$ cat config.mk
export PLATFORM = sky130hd
export DESIGN_NAME = oled_page_sequencer
export DESIGN_NICKNAME = d
export VERILOG_FILES = /design/src/rtl/oled_pkg.sv /design/src/rtl/oled_page_buffer.sv /design/src/rtl/oled_page_sequencer.sv
export SDC_FILE = /design/constraint.sdc
export NUM_CORES = 2
export LEC_CHECK = 0
export BUFFER_PORTS_ARGS = -buffer_cell sky130_fd_sc_hd__buf_4
export CELL_PAD_IN_SITES_DETAIL_PLACEMENT = 1
export CELL_PAD_IN_SITES_GLOBAL_PLACEMENT = 1
export CORE_UTILIZATION = 43
export CTS_BUF_LIST = sky130_fd_sc_hd__clkbuf_4 sky130_fd_sc_hd__clkbuf_8 sky130_fd_sc_hd__clkbuf_16
export DETAILED_ROUTE_END_ITERATION = 12
export PLACE_DENSITY = 0.84
export SLEW_MARGIN = 20
export SYNTH_ARGS = -nofsm -noshare
export SYNTH_HDL_FRONTEND = slang
export SYNTH_SLANG_ARGS = --single-unit
export TNS_END_PERCENT = 10
$ cat constraint.sdc
create_clock -name CLK -period 4.3 [get_ports CLK]
set_input_delay 1.075 -clock CLK [delete_from_list [all_inputs] [get_ports CLK]]
set_output_delay 1.075 -clock CLK [all_outputs]
set_load 0.02 [all_outputs]
$ cat src/rtl/oled_pkg.sv
// Shared types and constants for the PmodOLED page sequencer.
package oled_pkg;

  typedef enum logic [2:0] {
    ST_IDLE    = 3'd0,
    ST_INIT    = 3'd1,
    ST_READY   = 3'd2,
    ST_DISPLAY = 3'd3,
    ST_DONE    = 3'd4
  } oled_state_e;

  localparam logic PAGE_BLANK = 1'b0;

  // A count that must reach cycles-1 fits in $clog2(cycles)+1 bits; 0 gives 1 bit.
  function automatic int tmr_width(input int cycles);
    return $clog2(cycles) + 1;
  endfunction

endpackage

$ cat src/rtl/oled_page_buffer.sv
// Double-buffered page store: shadow written by the update port, active copied on snap.
module oled_page_buffer
  import oled_pkg::*;
#(
  parameter int NUM_PAGES = 4,
  parameter int PAGE_W    = 128,
  parameter int PIDX_W    = 2
) (
  input  logic                        CLK,
  input  logic                        RST,
  input  logic                        wr_en,
  input  logic [PIDX_W-1:0]           wr_idx,
  input  logic [PAGE_W-1:0]           wr_data,
  input  logic                        snap,
  output logic [NUM_PAGES*PAGE_W-1:0] active,
  output logic                        dirty
);

  localparam int TOTAL_W = NUM_PAGES * PAGE_W;
  localparam int IW      = PIDX_W + 1;
  localparam logic [IW-1:0] PAGE_LIMIT = IW'(NUM_PAGES);

  logic [TOTAL_W-1:0] r_shadow;
  logic [TOTAL_W-1:0] r_active;
  logic               r_dirty;
  logic               w_wr_hit;

  assign w_wr_hit = wr_en && ({1'b0, wr_idx} < PAGE_LIMIT);

  // Snapshot reads the pre-write shadow; a same-cycle write keeps dirty set.
  always_ff @(posedge CLK) begin
    if (RST) begin
      r_shadow <= {TOTAL_W{PAGE_BLANK}};
      r_active <= {TOTAL_W{PAGE_BLANK}};
      r_dirty  <= 1'b0;
    end else begin
      if (snap) r_active <= r_shadow;
      if (w_wr_hit) begin
        for (int p = 0; p < NUM_PAGES; p++) begin
          if (wr_idx == PIDX_W'(p)) r_shadow[p*PAGE_W +: PAGE_W] <= wr_data;
        end
        r_dirty <= 1'b1;
      end else if (snap) begin
        r_dirty <= 1'b0;
      end
    end
  end

  assign active = r_active;
  assign dirty  = r_dirty;

endmodule

$ cat src/rtl/oled_page_sequencer.sv
// PmodOLED sequencer: init once, then single-shot or auto-refresh frames from a double buffer.
//   state      | meaning
//   ST_IDLE    | one cycle after reset before init starts
//   ST_INIT    | init engine running, its SPI drives the pins
//   ST_READY   | waiting for a frame trigger
//   ST_DISPLAY | display engine sending the active buffer
//   ST_DONE    | frame complete, FIN high
module oled_page_sequencer
  import oled_pkg::*;
#(
  parameter int NUM_PAGES      = 4,
  parameter int PAGE_W         = 128,
  parameter int REFRESH_CYCLES = 0,
  parameter int PIDX_W         = (NUM_PAGES > 1) ? $clog2(NUM_PAGES) : 1
) (
  input  logic                        CLK,
  input  logic                        RST,
  input  logic                        EN,
  input  logic                        AUTO,
  input  logic                        upd_valid,
  output logic                        upd_ready,
  input  logic [PIDX_W-1:0]           upd_page,
  input  logic [PAGE_W-1:0]           upd_data,
  output logic                        init_en,
  input  logic                        init_done,
  input  logic                        init_cs,
  input  logic                        init_sdo,
  input  logic                        init_sclk,
  input  logic                        init_dc,
  output logic                        disp_en,
  input  logic                        disp_done,
  input  logic                        disp_cs,
  input  logic                        disp_sdo,
  input  logic                        disp_sclk,
  input  logic                        disp_dc,
  output logic [NUM_PAGES*PAGE_W-1:0] disp_pages,
  output logic                        CS,
  output logic                        SDIN,
  output logic                        SCLK,
  output logic                        DC,
  output logic                        FIN,
  output logic                        BUSY,
  output logic [15:0]                 frame_cnt
);

  localparam int              TMR_W    = tmr_width(REFRESH_CYCLES);
  localparam logic [TMR_W-1:0] TMR_LAST = TMR_W'((REFRESH_CYCLES > 0) ? REFRESH_CYCLES - 1 : 0);
  localparam logic            TMR_ON   = (REFRESH_CYCLES > 0);

  oled_state_e      r_state;
  oled_state_e      w_state_nxt;
  logic [TMR_W-1:0] r_timer;
  logic [15:0]      r_frame_cnt;
  logic             w_run;
  logic             w_dirty;
  logic             w_tmr_exp;
  logic             w_trigger;

  assign w_run     = !RST;
  assign w_tmr_exp = TMR_ON && (r_timer == TMR_LAST);
  assign w_trigger = (r_state == ST_READY) && EN && (!AUTO || w_dirty || w_tmr_exp);

  always_comb begin
    w_state_nxt = r_state;
    case (r_state)
      ST_IDLE:    w_state_nxt = ST_INIT;
      ST_INIT:    if (init_done) w_state_nxt = ST_READY;
      ST_READY:   if (w_trigger) w_state_nxt = ST_DISPLAY;
      ST_DISPLAY: if (disp_done) w_state_nxt = ST_DONE;
      ST_DONE:    if (AUTO || !EN) w_state_nxt = ST_READY;
      default:    w_state_nxt = ST_IDLE;
    endcase
  end

  // Timer sits at zero outside READY, so every READY entry starts a fresh period.
  always_ff @(posedge CLK) begin
    if (RST) begin
      r_state     <= ST_IDLE;
      r_timer     <= '0;
      r_frame_cnt <= 16'd0;
    end else begin
      r_state <= w_state_nxt;
      if (r_state != ST_READY)
        r_timer <= '0;
      else if (AUTO && TMR_ON && !w_tmr_exp)
        r_timer <= r_timer + TMR_W'(1);
      if ((r_state == ST_DISPLAY) && disp_done)
        r_frame_cnt <= r_frame_cnt + 16'd1;
    end
  end

  // Decodes are gated by RST so enables drop in the cycle reset is asserted.
  assign init_en   = w_run && (r_state == ST_INIT);
  assign disp_en   = w_run && (r_state == ST_DISPLAY);
  assign FIN       = w_run && (r_state == ST_DONE);
  assign BUSY      = init_en || disp_en;
  assign upd_ready = w_run && (r_state != ST_IDLE);
  assign frame_cnt = r_frame_cnt;

  assign {CS, SDIN, SCLK, DC} = init_en ? {init_cs, init_sdo, init_sclk, init_dc}
                                        : {disp_cs, disp_sdo, disp_sclk, disp_dc};

  oled_page_buffer #(
    .NUM_PAGES (NUM_PAGES),
    .PAGE_W    (PAGE_W),
    .PIDX_W    (PIDX_W)
  ) u_buf (
    .CLK     (CLK),
    .RST     (RST),
    .wr_en   (upd_valid && upd_ready),
    .wr_idx  (upd_page),
    .wr_data (upd_data),
    .snap    (w_trigger),
    .active  (disp_pages),
    .dirty   (w_dirty)
  );

endmodule

==> results.cfg <==
[run_status]
status = complete, no violations

[routing]
routedWlPerCell_um = 20.8
vias = 33500
drt.antenna.violating_nets = 0
drtIter0Drc = 2229
drc = 0
drt_wl_total_um = 130000
dr.pass1.iters = 5
vias_per_cell = 5.38

[timing]
skew_ns = 0.0266
worst_slack_ns = 0.804
period_share = 0.813
fin_tns_setup_ns = 0
slew_headroom = 0.253
setup_viol = 0
max_clock_freq_mhz = 286
tightest_slew_ns = 1.12
hold_viol = 0
period_minus_slack_ns = 3.50
final-max-slew-violation-count = 0
holdWs_ns = 0.428
rsz0062_at_grt = false

[global_route]
grt_pass1_vias = 33900
grtUsageTotal = 0.293
antenna_found_initial = 8
grt-ovfl-total = 0
grt_max_degree = 209
grt_pass1_wl_um = 196000

[logic_synthesis]
synth_area_per_cell_um2 = 7.88
post_synth_inst_count = 4575
synth-edff-count = 0
yosysSeqAreaShare = 0.580
synth_warnings = 0
synth_xor_area_frac = 0.00219
async_flop_share = 0
synth_fa_ha_area_frac = 0.000347
syn_nets = 4721
synth_compound_area_frac = 0.145
ys.flop_type = dfxtp_1
synthMuxAreaShare = 0.00187
synth_top_family_by_area = simple AND/OR/NAND/NOR gates
synth-seq-cells = 1044
netlist_area_mm2 = 0.0361
synth_cell_type_count = 40
yosys.area_share.simple = 0.225

[critical_path]
arrival_ns = 2.42
critPathCaptureType = primary output
timing.rr.start = r_state[1]
rr_endpoint = u_buf.active[368]
worstSetupStartpoint = r_state[0]
crit_slowest_cell = dfxtp_1
crit_path_end = DC
critical_path_class = flip-flop to primary output
reg2reg_setup_slack_ns = 1.74
cp_common_cell = buf_4
slowest_delay_ns = 0.58
start_kind = flip-flop
cp.required_ns = 3.22
cp_cell_sequence = nor3b_1 -> buf_4 -> and2_1 -> mux2_2 -> buf_4
reg2regPathDepth = 4
critPathMaxFanout = 9

[floorplan]
start_util = 0.437
fp.dieH_um = 292
io_pins = 682
die_width_um = 292
die_area_mm2 = 0.0850
coreArea_mm2 = 0.0825
num_rows = 105

[final_layout]
stdcell_area_mm2 = 0.0454
fin_nets = 5215
stdcell_count = 6229
syn_to_final_growth_pct = 25.9
layout_commonest_cell = nand2_1
drive_above_1_share = 0.183
final_cell_mix = 2055 x nand2_1, 1044 x dfxtp_1, 1030 x a21oi_1

[placed_design]
place_area_mm2 = 0.0416
hpwl_um = 81300
gp_congestion = 0.826
io_buffers = 681
place_ws_ns = 0.829
place_inst = 6031

[power_and_ir_drop]
seqPwrFrac = 0.478
power.internal_uw = 15900
switching_power_uw = 4650
combPwrFrac = 0.042
switching_share = 0.227
pwr_density_cell_mw_per_mm2 = 452
clkPwrFrac = 0.480
vdd_drop_max_mv = 0.356
p_leak_uw = 0.0166

[cts]
hold_buffers = 0
numCtsBuffers = 106
clockBufferDepth = 3
ctsResizeCount = 0
postCtsSetupBuffers = 0
cts_root_buffer = clkbuf_16
clkSinkCount = 1044
htree_levels = 3
cts_tree = yes
clock_latency_ns = 0.67
clkSlewWorstSetupHoldPaths_ns = 0.06

[flow_run]
maxCapViolations = 0

[min_path]
hold_class = flip-flop to flip-flop
==> cells by family (layout without fill, tap and decap cells) <==
| kind of cell | count (synthesis) | count (layout) |
|---|---|---|
| AND/OR/NAND/NOR | 2122 | 2122 |
| XOR/XNOR | 9 | 9 |
| flip-flops | 1044 | 1044 |
| AO/OA/AOI/OAI | 1042 | 1042 |
| other | 0 | 7 |
| multiplexers | 6 | 6 |
| buffers and inverters | 351 | 928 |
| adder cells (fa/ha/maj) | 1 | 1 |
==> worst min-delay path by stage <==
stage,from,endpoint,slack [ns],cells past startpoint
after global placement,u_buf.r_shadow[467],u_buf.active[467],0.43,2
final,u_buf.r_shadow[491],u_buf.active[491],0.43,2
after global routing,u_buf.r_shadow[287],u_buf.active[287],0.45,2
after detailed placement,u_buf.r_shadow[27],u_buf.active[27],0.44,2
after floorplan,u_buf.r_shadow[457],u_buf.active[457],0.43,2
after CTS,u_buf.r_shadow[491],u_buf.active[491],0.44,2
==> synthesized netlist by cell type (4+ instances only) <==
cell type / count / area share
mux2_2: 4 / 0.0012
o31ai_1: 4 / 0.00083
dfxtp_1: 1044 / 0.58
buf_1: 10 / 0.0010
clkbuf_1: 159 / 0.017
nand2_1: 2055 / 0.21
xnor2_1: 5 / 0.0012
nand4_1: 4 / 0.00069
or4_1: 4 / 0.00083
a21oi_1: 1030 / 0.14
xor2_1: 4 / 0.00097
buf_2: 141 / 0.020
nor3_1: 5 / 0.00069
nor2_1: 16 / 0.0017
nand3_1: 9 / 0.0012
or3_1: 4 / 0.00069
inv_1: 4 / 0.00042
buf_4: 36 / 0.0075
==> routing by layer <==
metal  global-route usage  vias up  part of all wire
met5                    0        -           0.00011
met3               0.0455      274             0.060
met1                0.358    16500              0.40
met2                0.494     1103              0.49
met4                0.162        2             0.050
li1                     -    15700                 -
==> state kept, by name (all words and copies together) (netlist names) <==
| signal | cells |
|---|---|
| u_buf.active | 512 |
| r_state | 3 |
| u_buf.r_shadow | 512 |
| u_buf.dirty | 1 |
| frame_cnt | 16 |
==> layout make-up <==
type	count	area, µm²
Timing Repair Buffer	733	5820
Sequential cell	1044	20900
Clock inverter	43	606
Tap cell	1070	1340
Clock buffer	148	3140
Fill cell	9933	37100
Multi-Input combinational cell	3180	13600
Inverter	4	15.0
Antenna cell	7	17.5
==> power by group through the flow <==
stage	Clock (µW)	Sequential (µW)	Combinational [µW]
floorplan	0	10000	456
global placement	0	10000	835
detailed placement	0	10000	844
CTS	9980	9820	851
global route	10400	9820	910
finish	9850	9820	853
==> per-stage QoR <==
stage | util | total power [µW]
after floorplan | - | 10500
after global placement | 0.505 | 10900
after detailed placement | 0.505 | 10900
after CTS | 0.550 | 20600
after global routing | 0.550 | 21100
final | 0.550 | 20500
==> worst max-delay path, delay by kind of cell (launching register included) <==
| kind | cells | cell delay (ns) |
|---|---|---|
| buffers and inverters | 2 | 0.32 |
| flip-flops | 1 | 0.58 |
| multiplexers | 1 | 0.38 |
| AND/OR/NAND/NOR | 2 | 0.48 |
Note: power is estimated with default switching activity, not from simulation.
